===== src/rtl/uart_rx_peripheral_if.sv =====
// Load-side handshake between the receive FIFO and the core.
// The peripheral owns the FIFO status and head byte; the core owns the pop strobe.
interface uart_rx_peripheral_if;
  logic       i_uart_rx_rden;
  logic [7:0] o_uart_rx_pdata;
  logic       o_uart_fifo_empty;
  logic       o_uart_fifo_full;

  modport master (
    output i_uart_rx_rden,
    input  o_uart_rx_pdata, o_uart_fifo_empty, o_uart_fifo_full
  );

  modport slave (
    input  i_uart_rx_rden,
    output o_uart_rx_pdata, o_uart_fifo_empty, o_uart_fifo_full
  );
endinterface


===== src/rtl/uart_rx_peripheral.sv =====
// UART receiver: 2-flop synchronizer, start/data/parity/stop framing with a
// per-frame latched bit period, and a show-ahead receive FIFO popped by the core.
module uart_rx_peripheral #(
  parameter int unsigned FIFO_DEPTH = 256
) (
  input  logic                 i_uart_clk,
  input  logic                 i_uart_rst_n,
  input  logic [19:0]          i_uart_baud_divisor,
  input  logic                 i_uart_parity_en,
  input  logic                 i_uart_parity_type,
  input  logic                 i_uart_rx_sdata,
  uart_rx_peripheral_if.slave  rx_if,
  output logic                 o_uart_rx_busy,
  output logic                 o_uart_parity_error,
  output logic                 o_uart_frame_error,
  output logic                 o_uart_overrun
);
  localparam int unsigned AW = $clog2(FIFO_DEPTH);

  typedef enum logic [2:0] {S_IDLE, S_START, S_DATA, S_PARITY, S_STOP} state_e;

  // synchronizer and edge history; idle line is high, so reset to 1
  logic sync1_q, rx_s_q, rx_prev_q;
  logic rx_fall;

  state_e      state_q, state_d;
  logic [19:0] cnt_q, cnt_d;
  logic [19:0] div_q, div_d;
  logic [2:0]  bitn_q, bitn_d;
  logic [7:0]  shreg_q, shreg_d;
  logic        par_en_q, par_en_d;
  logic        par_type_q, par_type_d;
  logic        par_bad_q, par_bad_d;
  logic        perr_q, perr_d;
  logic        ferr_q, ferr_d;
  logic        ovr_q, ovr_d;

  logic [AW:0] wptr_q, wptr_d;
  logic [AW:0] rptr_q, rptr_d;
  logic [7:0]  mem_q [FIFO_DEPTH];
  logic        push, pop, fifo_full, fifo_empty;

  assign rx_fall = rx_prev_q & ~rx_s_q;

  // two-flop synchronizer plus one delayed copy for falling-edge detection
  always_ff @(posedge i_uart_clk or negedge i_uart_rst_n) begin
    if (!i_uart_rst_n) begin
      sync1_q   <= 1'b1;
      rx_s_q    <= 1'b1;
      rx_prev_q <= 1'b1;
    end else begin
      sync1_q   <= i_uart_rx_sdata;
      rx_s_q    <= sync1_q;
      rx_prev_q <= rx_s_q;
    end
  end

  // frame FSM: counter runs D-1..0 per bit, first load is half a bit to hit mid-bit
  always_comb begin
    state_d    = state_q;
    cnt_d      = cnt_q;
    div_d      = div_q;
    bitn_d     = bitn_q;
    shreg_d    = shreg_q;
    par_en_d   = par_en_q;
    par_type_d = par_type_q;
    par_bad_d  = par_bad_q;
    perr_d     = 1'b0;
    ferr_d     = 1'b0;
    ovr_d      = 1'b0;
    push       = 1'b0;
    unique case (state_q)
      S_IDLE: begin
        if (rx_fall) begin
          div_d      = i_uart_baud_divisor;
          par_en_d   = i_uart_parity_en;
          par_type_d = i_uart_parity_type;
          par_bad_d  = 1'b0;
          cnt_d      = (i_uart_baud_divisor >> 1) - 20'd1;
          state_d    = S_START;
        end
      end
      S_START: begin
        if (cnt_q == 20'd0) begin
          if (rx_s_q) begin
            state_d = S_IDLE;             // glitch, not a real start bit
          end else begin
            cnt_d   = div_q - 20'd1;
            bitn_d  = 3'd0;
            state_d = S_DATA;
          end
        end else begin
          cnt_d = cnt_q - 20'd1;
        end
      end
      S_DATA: begin
        if (cnt_q == 20'd0) begin
          shreg_d = {rx_s_q, shreg_q[7:1]};   // LSB first
          cnt_d   = div_q - 20'd1;
          bitn_d  = bitn_q + 3'd1;
          if (bitn_q == 3'd7) state_d = par_en_q ? S_PARITY : S_STOP;
        end else begin
          cnt_d = cnt_q - 20'd1;
        end
      end
      S_PARITY: begin
        if (cnt_q == 20'd0) begin
          par_bad_d = ((^shreg_q) ^ rx_s_q) != par_type_q;
          cnt_d     = div_q - 20'd1;
          state_d   = S_STOP;
        end else begin
          cnt_d = cnt_q - 20'd1;
        end
      end
      S_STOP: begin
        if (cnt_q == 20'd0) begin
          // leave mid-stop-bit so the next start edge is caught back-to-back
          state_d = S_IDLE;
          if (!rx_s_q)        ferr_d = 1'b1;
          else if (par_bad_q) perr_d = 1'b1;
          else if (fifo_full) ovr_d  = 1'b1;
          else                push   = 1'b1;
        end else begin
          cnt_d = cnt_q - 20'd1;
        end
      end
      default: state_d = S_IDLE;
    endcase
  end

  // frame state and registered error pulses
  always_ff @(posedge i_uart_clk or negedge i_uart_rst_n) begin
    if (!i_uart_rst_n) begin
      state_q    <= S_IDLE;
      cnt_q      <= '0;
      div_q      <= '0;
      bitn_q     <= '0;
      shreg_q    <= '0;
      par_en_q   <= 1'b0;
      par_type_q <= 1'b0;
      par_bad_q  <= 1'b0;
      perr_q     <= 1'b0;
      ferr_q     <= 1'b0;
      ovr_q      <= 1'b0;
    end else begin
      state_q    <= state_d;
      cnt_q      <= cnt_d;
      div_q      <= div_d;
      bitn_q     <= bitn_d;
      shreg_q    <= shreg_d;
      par_en_q   <= par_en_d;
      par_type_q <= par_type_d;
      par_bad_q  <= par_bad_d;
      perr_q     <= perr_d;
      ferr_q     <= ferr_d;
      ovr_q      <= ovr_d;
    end
  end

  // FIFO pointers carry one extra wrap bit to tell full from empty
  assign fifo_empty = (wptr_q == rptr_q);
  assign fifo_full  = (wptr_q[AW] != rptr_q[AW]) && (wptr_q[AW-1:0] == rptr_q[AW-1:0]);
  assign pop        = rx_if.i_uart_rx_rden & ~fifo_empty;

  // pointer advance; push is already gated by the pre-pop full flag
  always_comb begin
    wptr_d = wptr_q + (AW+1)'(push);
    rptr_d = rptr_q + (AW+1)'(pop);
  end

  // FIFO pointer registers
  always_ff @(posedge i_uart_clk or negedge i_uart_rst_n) begin
    if (!i_uart_rst_n) begin
      wptr_q <= '0;
      rptr_q <= '0;
    end else begin
      wptr_q <= wptr_d;
      rptr_q <= rptr_d;
    end
  end

  // storage needs no reset: the head is masked to zero while empty
  always_ff @(posedge i_uart_clk) begin
    if (push) mem_q[wptr_q[AW-1:0]] <= shreg_q;
  end

  assign rx_if.o_uart_rx_pdata   = fifo_empty ? 8'h00 : mem_q[rptr_q[AW-1:0]];
  assign rx_if.o_uart_fifo_empty = fifo_empty;
  assign rx_if.o_uart_fifo_full  = fifo_full;
  assign o_uart_rx_busy          = (state_q != S_IDLE);
  assign o_uart_parity_error     = perr_q;
  assign o_uart_frame_error      = ferr_q;
  assign o_uart_overrun          = ovr_q;
endmodule

===== src/flat_wrapper.sv =====
// flat-port wrapper written by rule: the top's interface ports become plain ports
module uart_rx_peripheral_flat 
#(
  parameter int unsigned FIFO_DEPTH = 256
)
  (i_uart_clk, i_uart_rst_n, i_uart_baud_divisor, i_uart_parity_en, i_uart_parity_type, i_uart_rx_sdata, o_uart_rx_busy, o_uart_parity_error, o_uart_frame_error, o_uart_overrun, rx_if_i_uart_rx_rden, rx_if_o_uart_rx_pdata, rx_if_o_uart_fifo_empty, rx_if_o_uart_fifo_full);
  uart_rx_peripheral_if rx_if_i ();
  input  logic i_uart_clk;
  input  logic i_uart_rst_n;
  input  logic [19:0] i_uart_baud_divisor;
  input  logic i_uart_parity_en;
  input  logic i_uart_parity_type;
  input  logic i_uart_rx_sdata;
  output logic o_uart_rx_busy;
  output logic o_uart_parity_error;
  output logic o_uart_frame_error;
  output logic o_uart_overrun;
  input wire logic [$bits(rx_if_i.i_uart_rx_rden)-1:0] rx_if_i_uart_rx_rden;
  output wire logic [$bits(rx_if_i.o_uart_rx_pdata)-1:0] rx_if_o_uart_rx_pdata;
  output wire logic [$bits(rx_if_i.o_uart_fifo_empty)-1:0] rx_if_o_uart_fifo_empty;
  output wire logic [$bits(rx_if_i.o_uart_fifo_full)-1:0] rx_if_o_uart_fifo_full;
  assign rx_if_i.i_uart_rx_rden = rx_if_i_uart_rx_rden;
  assign rx_if_o_uart_rx_pdata = rx_if_i.o_uart_rx_pdata;
  assign rx_if_o_uart_fifo_empty = rx_if_i.o_uart_fifo_empty;
  assign rx_if_o_uart_fifo_full = rx_if_i.o_uart_fifo_full;
  uart_rx_peripheral #(.FIFO_DEPTH(FIFO_DEPTH)) u_core (.i_uart_clk(i_uart_clk), .i_uart_rst_n(i_uart_rst_n), .i_uart_baud_divisor(i_uart_baud_divisor), .i_uart_parity_en(i_uart_parity_en), .i_uart_parity_type(i_uart_parity_type), .i_uart_rx_sdata(i_uart_rx_sdata), .rx_if(rx_if_i), .o_uart_rx_busy(o_uart_rx_busy), .o_uart_parity_error(o_uart_parity_error), .o_uart_frame_error(o_uart_frame_error), .o_uart_overrun(o_uart_overrun));
endmodule

===== config.mk =====
export PLATFORM = sky130hd
export DESIGN_NAME = uart_rx_peripheral_flat
export DESIGN_NICKNAME = d
export VERILOG_FILES = /design/src/rtl/uart_rx_peripheral_if.sv /design/src/rtl/uart_rx_peripheral.sv /design/src/flat_wrapper.sv
export SDC_FILE = /design/constraint.sdc
export NUM_CORES = 2
export LEC_CHECK = 0
export CAP_MARGIN = 25
export CORE_MARGIN = 4
export CORE_UTILIZATION = 61
export CTS_CLUSTER_DIAMETER = 50
export CTS_CLUSTER_SIZE = 16
export DETAILED_ROUTE_END_ITERATION = 10
export PLACE_DENSITY = 0.77
export SLEW_MARGIN = 20
export SYNTH_ARGS = -nofsm -noshare
export SYNTH_HDL_FRONTEND = slang
export SYNTH_SLANG_ARGS = --single-unit

===== constraint.sdc =====
create_clock -name i_uart_clk -period 8.4 [get_ports i_uart_clk]
set_clock_uncertainty 0.15 [all_clocks]
set_input_delay 2.1 -clock i_uart_clk [delete_from_list [all_inputs] [get_ports i_uart_clk]]
set_output_delay 2.1 -clock i_uart_clk [all_outputs]
set_load 0.01 [all_outputs]

# Word-level counts from Yosys, hierarchy flattened

Memories as Yosys holds them, arrays and structs flattened.
Cells that the tools add are included.
W data, S select, Z words.

Add/sub/neg operators: 6
Eq/ne operators: 18
Mux-type cells: 42
Bitwise operators: 5
Reductions and logical operators: 15

Operator list:

| kind                    | count |
|---|---|
| $mux W20                | 5 |
| $pmux W20 S4            | 1 |
| $sub A20 B1 Y20 const B | 2 |
| $mux W3                 | 10 |
| $mux W1                 | 21 |
| $logic_not A20 Y1       | 1 |
| $sub A19 B1 Y20 const B | 1 |
| $add A9 B1 Y9           | 2 |
| $pmux W3 S5             | 1 |
| $ne A2 B1 Y1 const B    | 6 |
| $eq A9 B9 Y1            | 1 |
| $eq A8 B8 Y1            | 1 |
| $mux W8                 | 1 |
| $reduce_and A4 Y1       | 2 |
| $reduce_xor A8 Y1       | 1 |
| $eq A3 B2 Y1 const B    | 2 |
| $eq A3 B3 Y1 const B    | 2 |
| $pmux W3 S2             | 1 |
| $reduce_and A6 Y1       | 1 |
| $ne A2 B2 Y1 const B    | 2 |
| $reduce_and A2 Y1       | 2 |
| $reduce_bool A2 Y1      | 2 |
| $reduce_bool A4 Y1      | 1 |
| $add A3 B1 Y3 const B   | 1 |
| other kinds (13)        | 16 |

Flip-flop bits (word level): 81
RAM bits: 2048
Output and inout port bits: 14
Word-level logic and storage cells: 103
Memories: 1

Memory list:

| memory       | depth | width | rd ports | clocked after Yosys merged registers in | write ports | line                     | text |
|---|---|---|---|---|---|---|---|
| u_core.mem_q | 256   | 8     | 1        | 0                                       | 1           | uart_rx_peripheral.sv:40 | `logic [7:0] mem_q [FIFO_DEPTH];` |

# Longest topological paths before layout

Depth in word-level cells: 9
Gate-level depth with buffers: 12
Mapped depth without buffers: 11

# Least setup slack after synthesis

No wires, ideal clock.

Path kind: register to output
Start: register u_core.rptr_q[0]
End: output port rx_if_o_uart_rx_pdata[5]
Arrival: 2617 ps
Path slack: 3533 ps
Stages on the path, launching flop included: 11
Cell sequence: dfrtp_1 -> buf_4 -> buf_4 -> buf_4 -> buf_4 -> buf_2 -> buf_2 -> o311ai_0 -> o21ai_0 -> nor3_1 -> o41ai_1

Longest elaborated chain between the ends: 2
Elaborated cells between the ends (all ways): 3

Ends and longest elaborated chain:

| item                                            | line                      | text |
|---|---|---|
| start, declared                                 | uart_rx_peripheral.sv:39  | `logic [AW:0] rptr_q, rptr_d;` |
| start signal, assigned                          | uart_rx_peripheral.sv:178 | `rptr_q <= rptr_d;` |
| $mem_v2 Z256 W8 or $eq A9 B9 Y1 (tied branches) | n/a                       |  |
| $mux W8 (*)                                     | uart_rx_peripheral.sv:187 | `assign rx_if.o_uart_rx_pdata = fifo_empty ? 8'h00 : mem_q[rptr_q[AW-1:0]];` |
| end, declared                                   | flat_wrapper.sv:19        | `output wire logic [$bits(rx_if_i.o_uart_rx_pdata)-1:0] rx_if_o_uart_rx_pdata;` |

Every way passes the cells marked *; elsewhere a longest branch is shown, timed or not.

# Worst setup path after layout

Start: register u_core.rptr_q[0]
End: output port rx_if_o_uart_rx_pdata[0]

Same word-level chain as after synthesis.

==> out/metrics.csv <==
stage;metric;value;unit
timing;fin crit share;98.8;%
floorplanning;Rows;136;
yosys;syn_area_per_cell;18.2;um2
grt;vias in the first global route;45289;
timing;Worst Max-Slew Pin Slew;1.18;ns
cells_and_area;fraction of layout cells with a size suffix above 1;14.6;%
grt;GR Util met2;42.4;%
cells_and_area;Layout Cells excl Fill;6594;
hold_path;worst min path class;reg2reg;
grt;largest net degree at the start of global routing;209;
worst_setup_path;Worst Path Class, Setup;reg2out;
yosys;Yosys reg bits;2129;
timing;Final Critical Period;8.30;ns
clocking;TritonCTS Buffers;167;
floorplanning;Die Area;0.145;mm2
clocking;clk slew on worst S/H paths;0.07;ns
clocking;CTS tree;yes;
run;Max-Cap Viols;0;
cells_and_area;fillers;8583;
worst_setup_path;crit-path max FO;42;
worst_setup_path;CP Capture Type;output port;
clocking;hold_buf cts;0;
placed_design;routability cong.;0.877;
floorplanning;Die Y;381;um
yosys;Post-Syn Instances;4677;
grt;Most Used Layer, Global Route;met2;
timing;endpoints failing setup;0;
power;power per standard cell area;281;mW/mm2
timing;final hold vios;0;
grt;gr usage total;28.3;%
drt;Pre-antenna DRT Iters;6;
cells_and_area;register area;0.0636;mm2
grt;total global routing overflow;0;
worst_setup_path;Critical Path Source Type;flop;
worst_setup_path;slowest CP cell;nor4b_1;
power;maximum VDD drop;0.318;mV
floorplanning;width of the chip;381;um
timing;worst slew margin relative to its limit;21.0;%
floorplanning;Core Area;0.138;mm2
worst_setup_path;CP max stage delay;0.90;ns
drt;DR iter-0 viols;6945;
timing;Max Clk Rate;0.120;GHz
cells_and_area;Finished Core Util;67.3;%
status;run status;finished, final reports clean;
grt;met3 GRT Util;6.60;%
yosys;syn_nets;4713;
worst_setup_path;largest delay contributor family on the critical path;buffers and inverters;
clocking;PostCTS Resize Cnt;0;
worst_setup_path;CP required;6.15;ns
drt;WL per Instance;31.2;um
worst_setup_path;Worst Path Buf+Inv;3;
yosys;Seq/Total Area, Yosys;74.8;%
placed_design;Final HPWL DP;123000;um
cells_and_area;area grow syn2layout;9.17;%
cells_and_area;footprint of the multi-input gates;0.0202;mm2
placed_design;Place WS;0.986;ns
yosys;YS warnings;0;
grt;first-pass GRT wire length;304000;um
yosys;number of flops mapped to enable cells by yosys;2048;
placed_design;dpl cells;6322;
timing;final worst setup slack;0.100;ns
timing;Setup TNS;0;ns
timing;Max Slew Vio Count;0;
drt;Residual DRC;0;
drt;Vias/cell;6.98;
clocking;H-tree level count;4;
drt;Routed Wire Length;206000;um
clocking;maximum buffer depth of the clock tree;3;
cells_and_area;Post-layout nets;4740;
drt;total number of vias;46059;
yosys;commonest register cell after synthesis;edfxtp_1;
grt;initial antenna violation count;5;
floorplanning;Initial Util;61.6;%
clocking;Root Buffer;clkbuf_16;
yosys;Unique masters post-synth;73;
clocking;clk sinks;2129;
grt;global routing usage on met1;40.5;%
floorplanning;I/O pin count;40;
power;Leak;26.3;nW
yosys;ys async rst share;3.80;%
clocking;Skew-Pair Late Insertion Delay;0.82;ns
worst_setup_path;Arr. time, crit path;6.05;ns
clocking;setup repair bufs after CTS;0;
yosys;synthesized area;0.0850;mm2
drt;Detail Route Antenna Nets;0;
timing;RSZ-0062 raised after global routing;no;
placed_design;count of buffers from port buffering;39;
worst_setup_path;crit-path cells;buf_16, buf_4, mux4_2, o22ai_1, o21ai_0, nand3_1, nor4b_1, o2bb2ai_1, clkdlybuf4s50_1;
flip-flops by register name (all words and copies together), names as in the netlist, 3 cells and up:
name / cells
u_core.bitn_q: 3
u_core.wptr_q: 9
u_core.rptr_q: 9
u_core.mem_q: 2048
u_core.state_q: 3
u_core.shreg_q: 8
u_core.div_q: 20
u_core.cnt_q: 20
logic make-up after synthesis:
logic type / Yosys count / share of synthesized area (%)
flip-flops: 2129 / 74.8
multiplexers: 789 / 13.5
AND/OR/NAND/NOR: 681 / 3.62
AO/OA/AOI/OAI: 680 / 5.53
buffers and inverters: 310 / 1.60
XOR/XNOR: 78 / 0.804
adder cells (fa/ha/maj): 10 / 0.147
layout by cell type (no fill, tap or decap), drive strengths merged, types with 9 or more instances in the layout:
cell type	instances
a211oi	18
a21oi	122
buf	112
clkbuf	199
clkdlybuf4s50	38
clkinv	30
clkinvlp	10
dfrtp	78
edfxtp	2048
ha	10
inv	36
mux2	30
mux2i	475
mux4	284
nand2	117
nand2b	12
nand3	44
nand4	22
nor2	343
nor2b	15
nor3	52
nor4	22
o21ai	122
o221ai	214
o22ai	109
or3	9
xnor2	41
xor2	37
routing by layer:
| metal | wire length (um) | vias to the layer above | part of all wire (%) |
|---|---|---|---|
| met5 | 0 | - | 0 |
| met4 | 10200 | 0 | 5.0 |
| met3 | 23100 | 506 | 11 |
| met2 | 95100 | 3022 | 46 |
| met1 | 77700 | 23458 | 38 |
| li1 | - | 19073 | - |
report_power, final:
part | switching, mW | leakage [nW] | internal [mW]
logic | 4.25 | 7.51 | 2.34
registers | 0.232 | 16.4 | 11.6
clock network | 3.71 | 2.44 | 3.92
total | 8.19 | 26.3 | 17.8
Yosys cell counts (41+ instances only):
| cell | count | area (um2) |
|---|---|---|
| xnor2_1 | 41 | 359 |
| nand2_1 | 117 | 439 |
| o221ai_1 | 214 | 1870 |
| nand3_1 | 43 | 215 |
| buf_2 | 76 | 380 |
| o21ai_0 | 121 | 606 |
| o22ai_1 | 109 | 682 |
| nor2_1 | 342 | 1280 |
| nor3_1 | 51 | 255 |
| mux2i_1 | 475 | 4750 |
| edfxtp_1 | 2048 | 61500 |
| dfrtp_1 | 78 | 1950 |
| mux4_2 | 284 | 6400 |
| a21oi_1 | 122 | 611 |
| clkbuf_1 | 165 | 619 |
through the flow:
step | area (um2) | hold slack, ns | power (mW)
floorplan | 85000 | 0.195 | 16.3
global placement | 87400 | 0.197 | 18.4
detailed placement | 87500 | 0.201 | 18.5
CTS | 92600 | 0.211 | 25.9
global route | 92700 | 0.217 | 26.8
finish | 92700 | 0.213 | 26.0
path summary, 6_finish.rpt:
kind / slack, ns / depth (start not counted) / endpoint / startpoint
max: 0.10 / 9 / rx_if_o_uart_rx_pdata[0] / u_core.rptr_q[0]
min reg2reg: 0.21 / 0 / u_core.rx_s_q / u_core.sync1_q
max in group asynchronous: 5.86 / 2 / u_core.rptr_q[3] / i_uart_rst_n
max reg2reg: 3.65 / 7 / u_core.mem_q[28][7] / u_core.cnt_q[11]
min: 0.21 / 0 / u_core.rx_s_q / u_core.sync1_q
min in group asynchronous: 1.03 / 1 / u_core.div_q[0] / i_uart_rst_n
cell type report:
| class | instances | area share [%] |
|---|---|---|
| sequential | 2129 | 68.5 |
| clock inverter | 64 | 0.765 |
| timing repair buffer | 150 | 1.76 |
| clock buffer | 199 | 4.69 |
| tap | 1794 | 2.42 |
| multi-input combinational | 2238 | 21.7 |
| inverter | 18 | 0.0782 |
| antenna | 2 | 0.00540 |
Power figures use the tool's default switching activity.
